==> src/rtl/hs_pkg.sv <==
// Shared types and default parameters for the hs_req_master request link.
//   hs_state_e : link FSM state (IDLE, REQ)
//   hs_cmd_t   : queued write command payload {addr, data} at default widths
package hs_pkg;

  localparam int unsigned HS_ADDR_W  = 2;
  localparam int unsigned HS_DATA_W  = 4;
  localparam int unsigned HS_DEPTH   = 4;
  localparam int unsigned HS_TIMEOUT = 16;
  localparam int unsigned HS_CNT_W   = 8;

  typedef enum logic {
    IDLE = 1'b0,
    REQ  = 1'b1
  } hs_state_e;

  typedef struct packed {
    logic [HS_ADDR_W-1:0] addr;
    logic [HS_DATA_W-1:0] data;
  } hs_cmd_t;

endpackage

==> src/rtl/hs_cmd_fifo.sv <==
// Synchronous command FIFO, DEPTH entries of W bits, first-word fall-through.
// Ports:
//   clk, rst      : clock, synchronous active-high reset (pointers only)
//   push, wdata   : enqueue when not full
//   pop, rdata    : dequeue when not empty; rdata shows the head entry
//   full, empty   : occupancy flags derived from the pre-edge pointers
//   count         : entries currently stored
module hs_cmd_fifo
  import hs_pkg::*;
#(
  parameter int unsigned W     = HS_ADDR_W + HS_DATA_W,
  parameter int unsigned DEPTH = HS_DEPTH
) (
  input  logic                     clk,
  input  logic                     rst,
  input  logic                     push,
  input  logic [W-1:0]             wdata,
  input  logic                     pop,
  output logic [W-1:0]             rdata,
  output logic                     full,
  output logic                     empty,
  output logic [$clog2(DEPTH):0]   count
);

  localparam int unsigned AW = $clog2(DEPTH);

  logic [W-1:0] mem [DEPTH];
  logic [AW:0]  wr_ptr;
  logic [AW:0]  rd_ptr;
  logic         do_push;
  logic         do_pop;

  // Extra pointer MSB distinguishes full from empty when the indices match.
  assign count   = wr_ptr - rd_ptr;
  assign full    = (count == (AW+1)'(DEPTH));
  assign empty   = (count == '0);
  assign do_push = push && !full;
  assign do_pop  = pop && !empty;
  assign rdata   = mem[rd_ptr[AW-1:0]];

  // Pointer update
  always_ff @(posedge clk) begin
    if (rst) begin
      wr_ptr <= '0;
      rd_ptr <= '0;
    end else begin
      if (do_push) wr_ptr <= wr_ptr + (AW+1)'(1);
      if (do_pop)  rd_ptr <= rd_ptr + (AW+1)'(1);
    end
  end

  // Storage array, no reset needed
  always_ff @(posedge clk) begin
    if (do_push) mem[wr_ptr[AW-1:0]] <= wdata;
  end

endmodule

==> src/rtl/hs_req_master.sv <==
// Request master for the addr/data valid/ready link: queues write commands and
// issues them one at a time, counting completions and flagging errors.
// Ports:
//   clk, rst                    : clock, synchronous active-high reset
//   cmd_push/cmd_addr/cmd_data  : enqueue a command
//   cmd_full, cmd_count         : queue status
//   valid/ready/addr/data       : link handshake and registered payload
//   busy                        : valid high or commands still queued
//   done_cnt                    : completed handshakes (wrapping)
//   overflow, timeout_err       : sticky error flags, cleared by err_clr
module hs_req_master
  import hs_pkg::*;
#(
  parameter int unsigned ADDR_W  = HS_ADDR_W,
  parameter int unsigned DATA_W  = HS_DATA_W,
  parameter int unsigned DEPTH   = HS_DEPTH,
  parameter int unsigned TIMEOUT = HS_TIMEOUT,
  parameter int unsigned CNT_W   = HS_CNT_W
) (
  input  logic                     clk,
  input  logic                     rst,
  input  logic                     cmd_push,
  input  logic [ADDR_W-1:0]        cmd_addr,
  input  logic [DATA_W-1:0]        cmd_data,
  output logic                     cmd_full,
  output logic [$clog2(DEPTH):0]   cmd_count,
  output logic                     valid,
  input  logic                     ready,
  output logic [ADDR_W-1:0]        addr,
  output logic [DATA_W-1:0]        data,
  output logic                     busy,
  output logic [CNT_W-1:0]         done_cnt,
  output logic                     overflow,
  output logic                     timeout_err,
  input  logic                     err_clr
);

  localparam int unsigned W      = ADDR_W + DATA_W;
  localparam int unsigned WAIT_W = (TIMEOUT > 0) ? $clog2(TIMEOUT + 1) : 1;

  hs_state_e         state_q;
  hs_state_e         state_d;
  logic              pop;
  logic              empty;
  logic [W-1:0]      head;
  logic [WAIT_W-1:0] wait_q;
  logic [WAIT_W-1:0] wait_nxt;
  logic              to_hit;
  logic              ovf_hit;
  logic              xfer;

  hs_cmd_fifo #(.W(W), .DEPTH(DEPTH)) u_fifo (
    .clk   (clk),
    .rst   (rst),
    .push  (cmd_push),
    .wdata ({cmd_addr, cmd_data}),
    .pop   (pop),
    .rdata (head),
    .full  (cmd_full),
    .empty (empty),
    .count (cmd_count)
  );

  assign valid = (state_q == REQ);
  assign busy  = valid | (cmd_count != '0);
  assign xfer  = valid && ready;

  // Fullness is judged before the edge, so a same-cycle pop cannot rescue a push.
  assign ovf_hit = cmd_push && cmd_full;

  // Saturating wait counter; the flag re-asserts every cycle it stays saturated.
  assign wait_nxt = (wait_q == WAIT_W'(TIMEOUT)) ? wait_q : wait_q + WAIT_W'(1);
  assign to_hit   = (TIMEOUT != 0) && valid && !ready && (wait_nxt == WAIT_W'(TIMEOUT));

  // Next-state: every exit from REQ passes through IDLE, forcing a valid-low gap.
  always_comb begin
    state_d = state_q;
    pop     = 1'b0;
    case (state_q)
      IDLE: begin
        if (!empty) begin
          pop     = 1'b1;
          state_d = REQ;
        end
      end
      REQ: begin
        if (ready) state_d = IDLE;
      end
      default: state_d = IDLE;
    endcase
  end

  // State, payload, counters and sticky flags
  always_ff @(posedge clk) begin
    if (rst) begin
      state_q     <= IDLE;
      addr        <= '0;
      data        <= '0;
      wait_q      <= '0;
      done_cnt    <= '0;
      overflow    <= 1'b0;
      timeout_err <= 1'b0;
    end else begin
      state_q <= state_d;
      if (pop) begin
        {addr, data} <= head;
        wait_q       <= '0;
      end else if (valid && !ready) begin
        wait_q <= wait_nxt;
      end
      if (xfer) done_cnt <= done_cnt + CNT_W'(1);
      // A new error event beats a simultaneous clear.
      overflow    <= ovf_hit | (overflow & ~err_clr);
      timeout_err <= to_hit | (timeout_err & ~err_clr);
    end
  end

endmodule

==> config.mk <==
export PLATFORM = sky130hd
export DESIGN_NAME = hs_req_master
export DESIGN_NICKNAME = d
export VERILOG_FILES = /design/src/rtl/hs_pkg.sv /design/src/rtl/hs_cmd_fifo.sv /design/src/rtl/hs_req_master.sv
export SDC_FILE = /design/constraint.sdc
export NUM_CORES = 1
export LEC_CHECK = 0
export ABC_AREA = 0
export CORE_ASPECT_RATIO = 0.75
export CORE_MARGIN = 3
export CORE_UTILIZATION = 48
export DETAILED_ROUTE_END_ITERATION = 16
export PLACE_DENSITY_LB_ADDON = 0.2
export SYNTH_ARGS = -nofsm -noshare
export SYNTH_HDL_FRONTEND = slang
export SYNTH_SLANG_ARGS = --single-unit
export TNS_END_PERCENT = 50
==> constraint.sdc <==
create_clock -name clk -period 2.2 [get_ports clk]
set_input_delay 0.22 -clock clk [delete_from_list [all_inputs] [get_ports clk]]
set_output_delay 0.22 -clock clk [all_outputs]
set_load 0.03 [all_outputs]
==> impl_metrics.csv <==
group,metric,value,unit
status,outcome,"finished, final reports clean",
clocking,cts-buffers-inserted,5,
timing,slew_viol_final,0,
power_and_ir_drop,share_seq_of_total_power,32.9,%
routing,antenna_violating_nets_post_route,0,
synth,most_frequent_cells_after_synthesis,"sky130_fd_sc_hd__dfxtp_1 (28), sky130_fd_sc_hd__nor2_1 (27), sky130_fd_sc_hd__edfxtp_1 (24)",
floorplanning,placementRows,20,
power_and_ir_drop,power.share.clock,13.0,%
clocking,clk_transition_reported_paths,0.09,ns
floorplanning,die_area,0.005527,mm2
critical_path,worst_ep_required_time,1.98,ns
min_path,timing.hold.worst.class,"reg -> reg",
routing,drt_drc_violations_left,0,
routing,total_vias_in_the_final_route,1500,
timing,timing.final.crit_share,97.34,%
routing,detail_route.vias_per_cell,5.245,
critical_path,critical_path_peak_fanout,2,
global_route,grt_util_all_layers,16.82,%
final_layout,multi_input_combinational_cell_area,908.4,um2
synth,yosysTopAreaCellShare,32.20,%
critical_path,worst-endpoint-arrival,1.92,ns
routing,drt_first_pass_iters,4,
final_layout,fill_cells,312,
timing,achievable-frequency,467.0,MHz
floorplanning,coreArea,0.004254,mm2
placed_design,post_dp_cell_area,0.002768,mm2
routing,detailedRoute.firstIterationViolations,126,
timing,timing.max_slew.rel_slack,76.94,%
synth,synth_top_cells_by_area,"sky130_fd_sc_hd__edfxtp_1 (32%), sky130_fd_sc_hd__dfxtp_1 (25%), sky130_fd_sc_hd__mux4_2 (6.0%), sky130_fd_sc_hd__ha_1 (5.0%), sky130_fd_sc_hd__nor2_1 (4.5%)",
final_layout,syn_to_final_growth,29.07,%
synth,synth_enable_flop_cells,24,
final_layout,drive_gt1_share,19.48,%
floorplanning,initial_core_utilization,52.62,%
power_and_ir_drop,comb_power_share,54.1,%
final_layout,num-nets-final,251,
synth,synth.largest_area_cell,"sky130_fd_sc_hd__edfxtp_1",
global_route,pin_count_of_the_biggest_net_entering_global_routing,25,
synth,yosysMostFrequentCell,"sky130_fd_sc_hd__dfxtp_1",
synth,synth-xor-area-share,6.931,%
synth,mappedNetlistArea,0.002238,mm2
clocking,clock_tree_from_tritoncts,"built",
clocking,cts_h_tree_depth,2,
placed_design,place.port_buffers,32,
synth,ys_seq_area_share,57.24,%
synth,muxShareOfSynthArea,10.06,%
synth,syn-instance-count,179,
clocking,max-clock-path-buffers,2,
floorplanning,num_io_pins,33,
timing,timing.final.hold_violations,0,
power_and_ir_drop,powerDensity,1384,mW/mm2
power_and_ir_drop,power.leakage,1.085,nW
routing,routedWlPerCell,15.21,um
clocking,insertion_delay,0.31,ns
timing,hold_slack,0.4893,ns
synth,net_count_after_synthesis,200,
final_layout,layout.area.seq,0.001282,mm2
synth,synthArstFlopShare,0,%
power_and_ir_drop,power.switching_fraction,37.42,%
placed_design,placedCellCount,276,
critical_path,crit_type,"reg -> out",
synth,ys.warnings.count,0,
routing,detail_route.wirelength,4351,um
timing,worst_clock_skew,0.01239,ns
global_route,grt_antenna_before_repair,0,
critical_path,startpoint_type,"flip-flop",
final_layout,antenna_cells,0,
synth,yosys.area_share.adder,5.925,%
synth,synth.ff_latch_count,52,
power_and_ir_drop,intPower,0.002503,W
timing,max_slew.worst_pin.slew,0.3372,ns
critical_path,crit_path_end_kind,"output port",
synth,number_of_distinct_library_cell_variants_in_the_gate_level_netlist_after_synthesis,34,
global_route,overflow,0,
clocking,clockRootBuffer,"sky130_fd_sc_hd__clkbuf_8",
timing,finalCriticalPeriod,2.142,ns
final_layout,fin_cells,286,
global_route,grt_first_pass_wirelength,7120,um
timing,setup_violations,0,
power_and_ir_drop,power.net_switching,0.001496,W
timing,finalSetupTns,0,ns
synth,synth_simple_gate_area_share,12.35,%
placed_design,globalplace.congestion,0.8281,
run,max_cap_violations,0,
placed_design,detailedPlacementHpwl,3211,um
clocking,clkSinkCount,52,
power_and_ir_drop,worst_ir_drop_vdd,1.097,mV
synth,postSynth.topFlopCell,"sky130_fd_sc_hd__dfxtp_1",
floorplanning,die_width,84.85,um
final_layout,design_area,0.002889,mm2
synth,compound_gate_fraction_of_synth_area,4.304,%
floorplanning,fp.dieH,65.14,um
global_route,grt_pass1_vias,1535,
synth,synth_top_family_by_area,"simple AND/OR/NAND/NOR gates",
synth,synth_area_per_cell,12.51,um2
## critical path, cell delays in order, from the launching register on
cell and delay (ns):
sky130_fd_sc_hd__dfxtp_2 0.33, sky130_fd_sc_hd__inv_1 0.05, sky130_fd_sc_hd__ha_2 0.18, sky130_fd_sc_hd__fa_2 0.35
sky130_fd_sc_hd__xnor3_2 0.23, sky130_fd_sc_hd__inv_1 0.06, sky130_fd_sc_hd__nor3_2 0.20, sky130_fd_sc_hd__inv_1 0.07
sky130_fd_sc_hd__buf_6 0.14
## power by group through the flow
| stage | logic (W) | clock network, W | registers, W |
|---|---|---|---|
| 2_1_floorplan | 0.00107 | 0 | 0.00147 |
| 3_3_place_gp | 0.00201 | 0 | 0.00132 |
| 3_5_place_dp | 0.00205 | 0 | 0.00134 |
| 4_1_cts | 0.00205 | 0.000529 | 0.00132 |
| 5_1_grt | 0.00232 | 0.000573 | 0.00134 |
| 6_report | 0.00216 | 0.000521 | 0.00132 |
## metrics by stage
| step | utilization (%) | total power, W | setup slack (ns) |
|---|---|---|---|
| 2_1_floorplan | - | 0.002536 | 0.09190 |
| 3_3_place_gp | 65.06 | 0.003325 | -0.09341 |
| 3_5_place_dp | 65.06 | 0.003386 | -0.1835 |
| 4_1_cts | 66.97 | 0.003898 | 0.002855 |
| 5_1_grt | 67.91 | 0.004231 | -0.007197 |
| 6_report | 67.91 | 0.003999 | 0.05849 |
## what timing repair did
action                     4_1_cts  5_1_grt
hold buffers                     0        0
setup endpoints to repair        1       29
buffers inserted                 0        2
hold endpoints to repair         0        0
resized for setup                6       10
pin swaps                        1        3
## path summary, 6_finish.rpt
path / startpoint / cells past startpoint / slack (ns) / to
max: u_fifo.wr_ptr[0] / 8 / 0.06 / busy
min: timeout_err / 2 / 0.49 / timeout_err
max reg2reg: u_fifo.wr_ptr[0] / 7 / 0.08 / u_fifo.mem[3][1]
min reg2reg: timeout_err / 2 / 0.49 / timeout_err
## area by class of cell
class                      instances  share of cell area, %
clock buffer                       7                  2.642
inverter                          11                  1.429
tap                               55                  2.382
sequential                        52                  44.39
multi-input combinational        110                  31.44
clock inverter                     1                 0.1732
timing repair buffer              50                  17.54
## flip-flops by register name, summed over array words and instances, names as in the netlist
signal and cells:
u_fifo.mem 24, done_cnt 8, wait_q 5, data 4, u_fifo.rd_ptr 3, u_fifo.wr_ptr 3
addr 2, overflow 1, timeout_err 1, valid 1
## logic make-up after synthesis
group | after synthesis
and+or+nand+nor | 56
DFF | 52
buffers and inverters | 17
xor gates and xnor gates | 16
muxes | 15
AOI/OAI and AO/OA | 13
adders and majority gates | 10
## placed cells by master (no fill, tap or decap), types with 2 or more instances in the layout
master / n
sky130_fd_sc_hd__xor2_1: 7
sky130_fd_sc_hd__and2_1: 4
sky130_fd_sc_hd__clkdlybuf4s50_1: 28
sky130_fd_sc_hd__clkbuf_1: 2
sky130_fd_sc_hd__nor2_1: 26
sky130_fd_sc_hd__buf_6: 3
sky130_fd_sc_hd__buf_4: 15
sky130_fd_sc_hd__dfxtp_1: 27
sky130_fd_sc_hd__o21ai_0: 2
sky130_fd_sc_hd__nand3_1: 2
sky130_fd_sc_hd__nor2b_1: 3
sky130_fd_sc_hd__buf_12: 4
sky130_fd_sc_hd__inv_1: 11
sky130_fd_sc_hd__mux2i_1: 9
sky130_fd_sc_hd__ha_1: 8
sky130_fd_sc_hd__nand3b_1: 3
sky130_fd_sc_hd__and3_1: 2
sky130_fd_sc_hd__edfxtp_1: 24
sky130_fd_sc_hd__nand2_1: 2
sky130_fd_sc_hd__xnor2_1: 8
sky130_fd_sc_hd__nand4_1: 5
sky130_fd_sc_hd__mux4_2: 6
sky130_fd_sc_hd__clkbuf_8: 5
sky130_fd_sc_hd__a21oi_1: 5
## routing by layer
| layer | routed length (um) | track usage (%) | up-vias |
|---|---|---|---|
| met5 | 0 | 0 | - |
| met4 | 67 | 6.126 | 0 |
| met3 | 280 | 4.010 | 7 |
| met2 | 2107 | 28.32 | 45 |
| met1 | 1895 | 21.34 | 717 |
| li1 | - | - | 731 |
Power figures use the tool's default switching activity.
==> edit: new RTL, same settings <==
Change the package constant `HS_DEPTH` from 4 to 8.
--- a/src/rtl/hs_pkg.sv
+++ b/src/rtl/hs_pkg.sv
@@ -5,7 +5,7 @@
 
   localparam int unsigned HS_ADDR_W  = 2;
   localparam int unsigned HS_DATA_W  = 4;
-  localparam int unsigned HS_DEPTH   = 4;
+  localparam int unsigned HS_DEPTH   = 8;
   localparam int unsigned HS_TIMEOUT = 16;
   localparam int unsigned HS_CNT_W   = 8;
 
Ports: changed (resized cmd_count); port bits go from 33 to 34. The function was not compared with the original's and may differ.
==> edit against the original RTL <==
- the run now ends with setup timing left
- setup slack got worse by 0.41 ns
- critical path depth up 2
- die area up 45%
- wire length increased by 63%
- synthesized cell count increased by 45%
- largest power group unchanged
- area after synthesis up 49%
- sequential cell count increased by 26
- global-route usage up 2.8 points
- clock skew is 0.0038 ns higher
- count of clock-buffer cells in the layout grew 7
- design area up 53%
- power increased by 44%
==> edit: results (changes against the original RTL) <==
WL/cell - 17.1 µm (was 15.2 µm)
Synth unique cells - 42 (was 34)
Final Setup Violations - 58 (was 0)
Fin Setup TNS - -12.39 ns (was 0 ns)
Largest net degree at the start of global routing - 16 (was 25)
Outcome - finished, violations left (was finished clean)
CTS Buf Count - 9 (was 5)
Worst reg2reg path depth - 12 (was 7)
Leakage Power - 0.00158 µW (was 0.00109 µW)
Worst skew pair latency - 0.35 ns (was 0.31 ns)
Slew HR - 0.639 (was 0.769)
DP Area - 0.00407 mm² (was 0.00277 mm²)
Failing checks - setup timing
H-tree Lvls - 3 (was 2)
Global Route Usage Sum - 0.196 (was 0.168)
Global-route wire length before repair - 11.7 mm (was 7.12 mm)
Hold path startpoint - addr[1] (was timeout_err)
Dpl hpwl - 4.90 mm (was 3.21 mm)
Weighted congestion at the end of routability-driven global placement - 0.767 (was 0.828)
Placed Instances - 392 (was 276)
WHS - 0.492 ns (was 0.489 ns)
Vias in the first global route - 2260 (was 1535)
NumNets Final - 348 (was 251)
Routed WL - 7.09 mm (was 4.35 mm)
Flop2flop setup slack - -0.34 ns (was 0.08 ns)
Clock Skew - 0.0162 ns (was 0.0124 ns)
Port Buffers - 33 (was 32)
Ys flop type - edfxtp_1 (was dfxtp_1)
Fill cell count - 473 (was 312)
Multi-input logic area - 0.00141 mm² (was 908 µm²)
Worst EP arrival - 2.34 ns (was 1.92 ns)
Maximum VDD drop - 0.732 mV (was 1.10 mV)
Final worst slack - -0.356 ns (was 0.0585 ns)
-- edit: how the worst max path moves through the flow --
| stage | from | to | slack, ns | depth (start not counted) |
|---|---|---|---|---|
| 6_report | u_fifo.wr_ptr[0] | cmd_full | -0.36 | 10 |
| 5_1_grt | u_fifo.wr_ptr[0] | cmd_full | -0.44 | 10 |
| 4_1_cts | u_fifo.wr_ptr[0] | cmd_full | -0.38 | 10 |
| 3_5_place_dp | u_fifo.rd_ptr[0] | busy | -0.47 | 7 |
| 3_3_place_gp | u_fifo.wr_ptr[0] | busy | -0.43 | 8 |
| 2_1_floorplan | u_fifo.wr_ptr[0] | u_fifo.mem[4][0] | -0.46 | 9 |
-- edit: where the power goes --
part | switching (µW) | internal [µW] | total (µW) | leakage (µW)
sequential | 111 | 1770 | 1880 | 0.000682
clock | 508 | 517 | 1030 | 0.0000968
combinational | 1480 | 1380 | 2870 | 0.000801
-- edit: cell type report --
cell class / instances / area share
clock buffers: 14 / 0.0394
clock inverters: 2 / 0.00340
inverters: 9 / 0.00935
multi-input cells: 161 / 0.319
flip-flops and latches: 78 / 0.464
well taps: 81 / 0.0229
repair buffers: 69 / 0.142
-- edit: worst max-delay path: stages, from the launching register on --
cell	delay [ns]
dfxtp_4	0.35
inv_4	0.05
ha_4	0.12
inv_2	0.03
fa_2	0.37
xor2_4	0.16
or3_4	0.34
buf_6	0.13
nor3_4	0.19
buf_6	0.13
buf_6	0.12
-- edit: per-layer routing --
layer  vias up  global-route usage  routed length, µm  part of all wire
li1       1087                   -                  -                 -
met5         -                   0                  0                 0
met3         4              0.0453                311             0.044
met4         0              0.0616                 60            0.0085
met2        55               0.281               3180              0.45
met1      1078               0.295               3530              0.50
-- edit: cells by family (layout without fill, tap and decap cells) --
group / Yosys count / count (layout) / synth area share
xor+xnor: 14 / 14 / 0.0366
simple gates: 96 / 96 / 0.141
mux: 16 / 16 / 0.0931
compound gates: 26 / 26 / 0.0561
buf+inv: 20 / 94 / 0.0273
fa+ha+maj: 9 / 9 / 0.0359
flops: 78 / 78 / 0.610
-- edit: what timing repair did --
| item | CTS | global route |
|---|---|---|
| pin swaps | 13 | 10 |
| gates cloned | 1 | 0 |
| setup buffers | 9 | 3 |
| endpoints found under the hold margin | 0 | 0 |
| resized for setup | 23 | 12 |
| endpoints found under the setup margin | 70 | 70 |
-- edit: through the flow --
stage / total power (µW) / setup slack (ns)
after global routing: 6090 / -0.443
final: 5770 / -0.356
after detailed placement: 4470 / -0.471
after global placement: 4420 / -0.430
after CTS: 5720 / -0.376
after floorplan: 3550 / -0.465
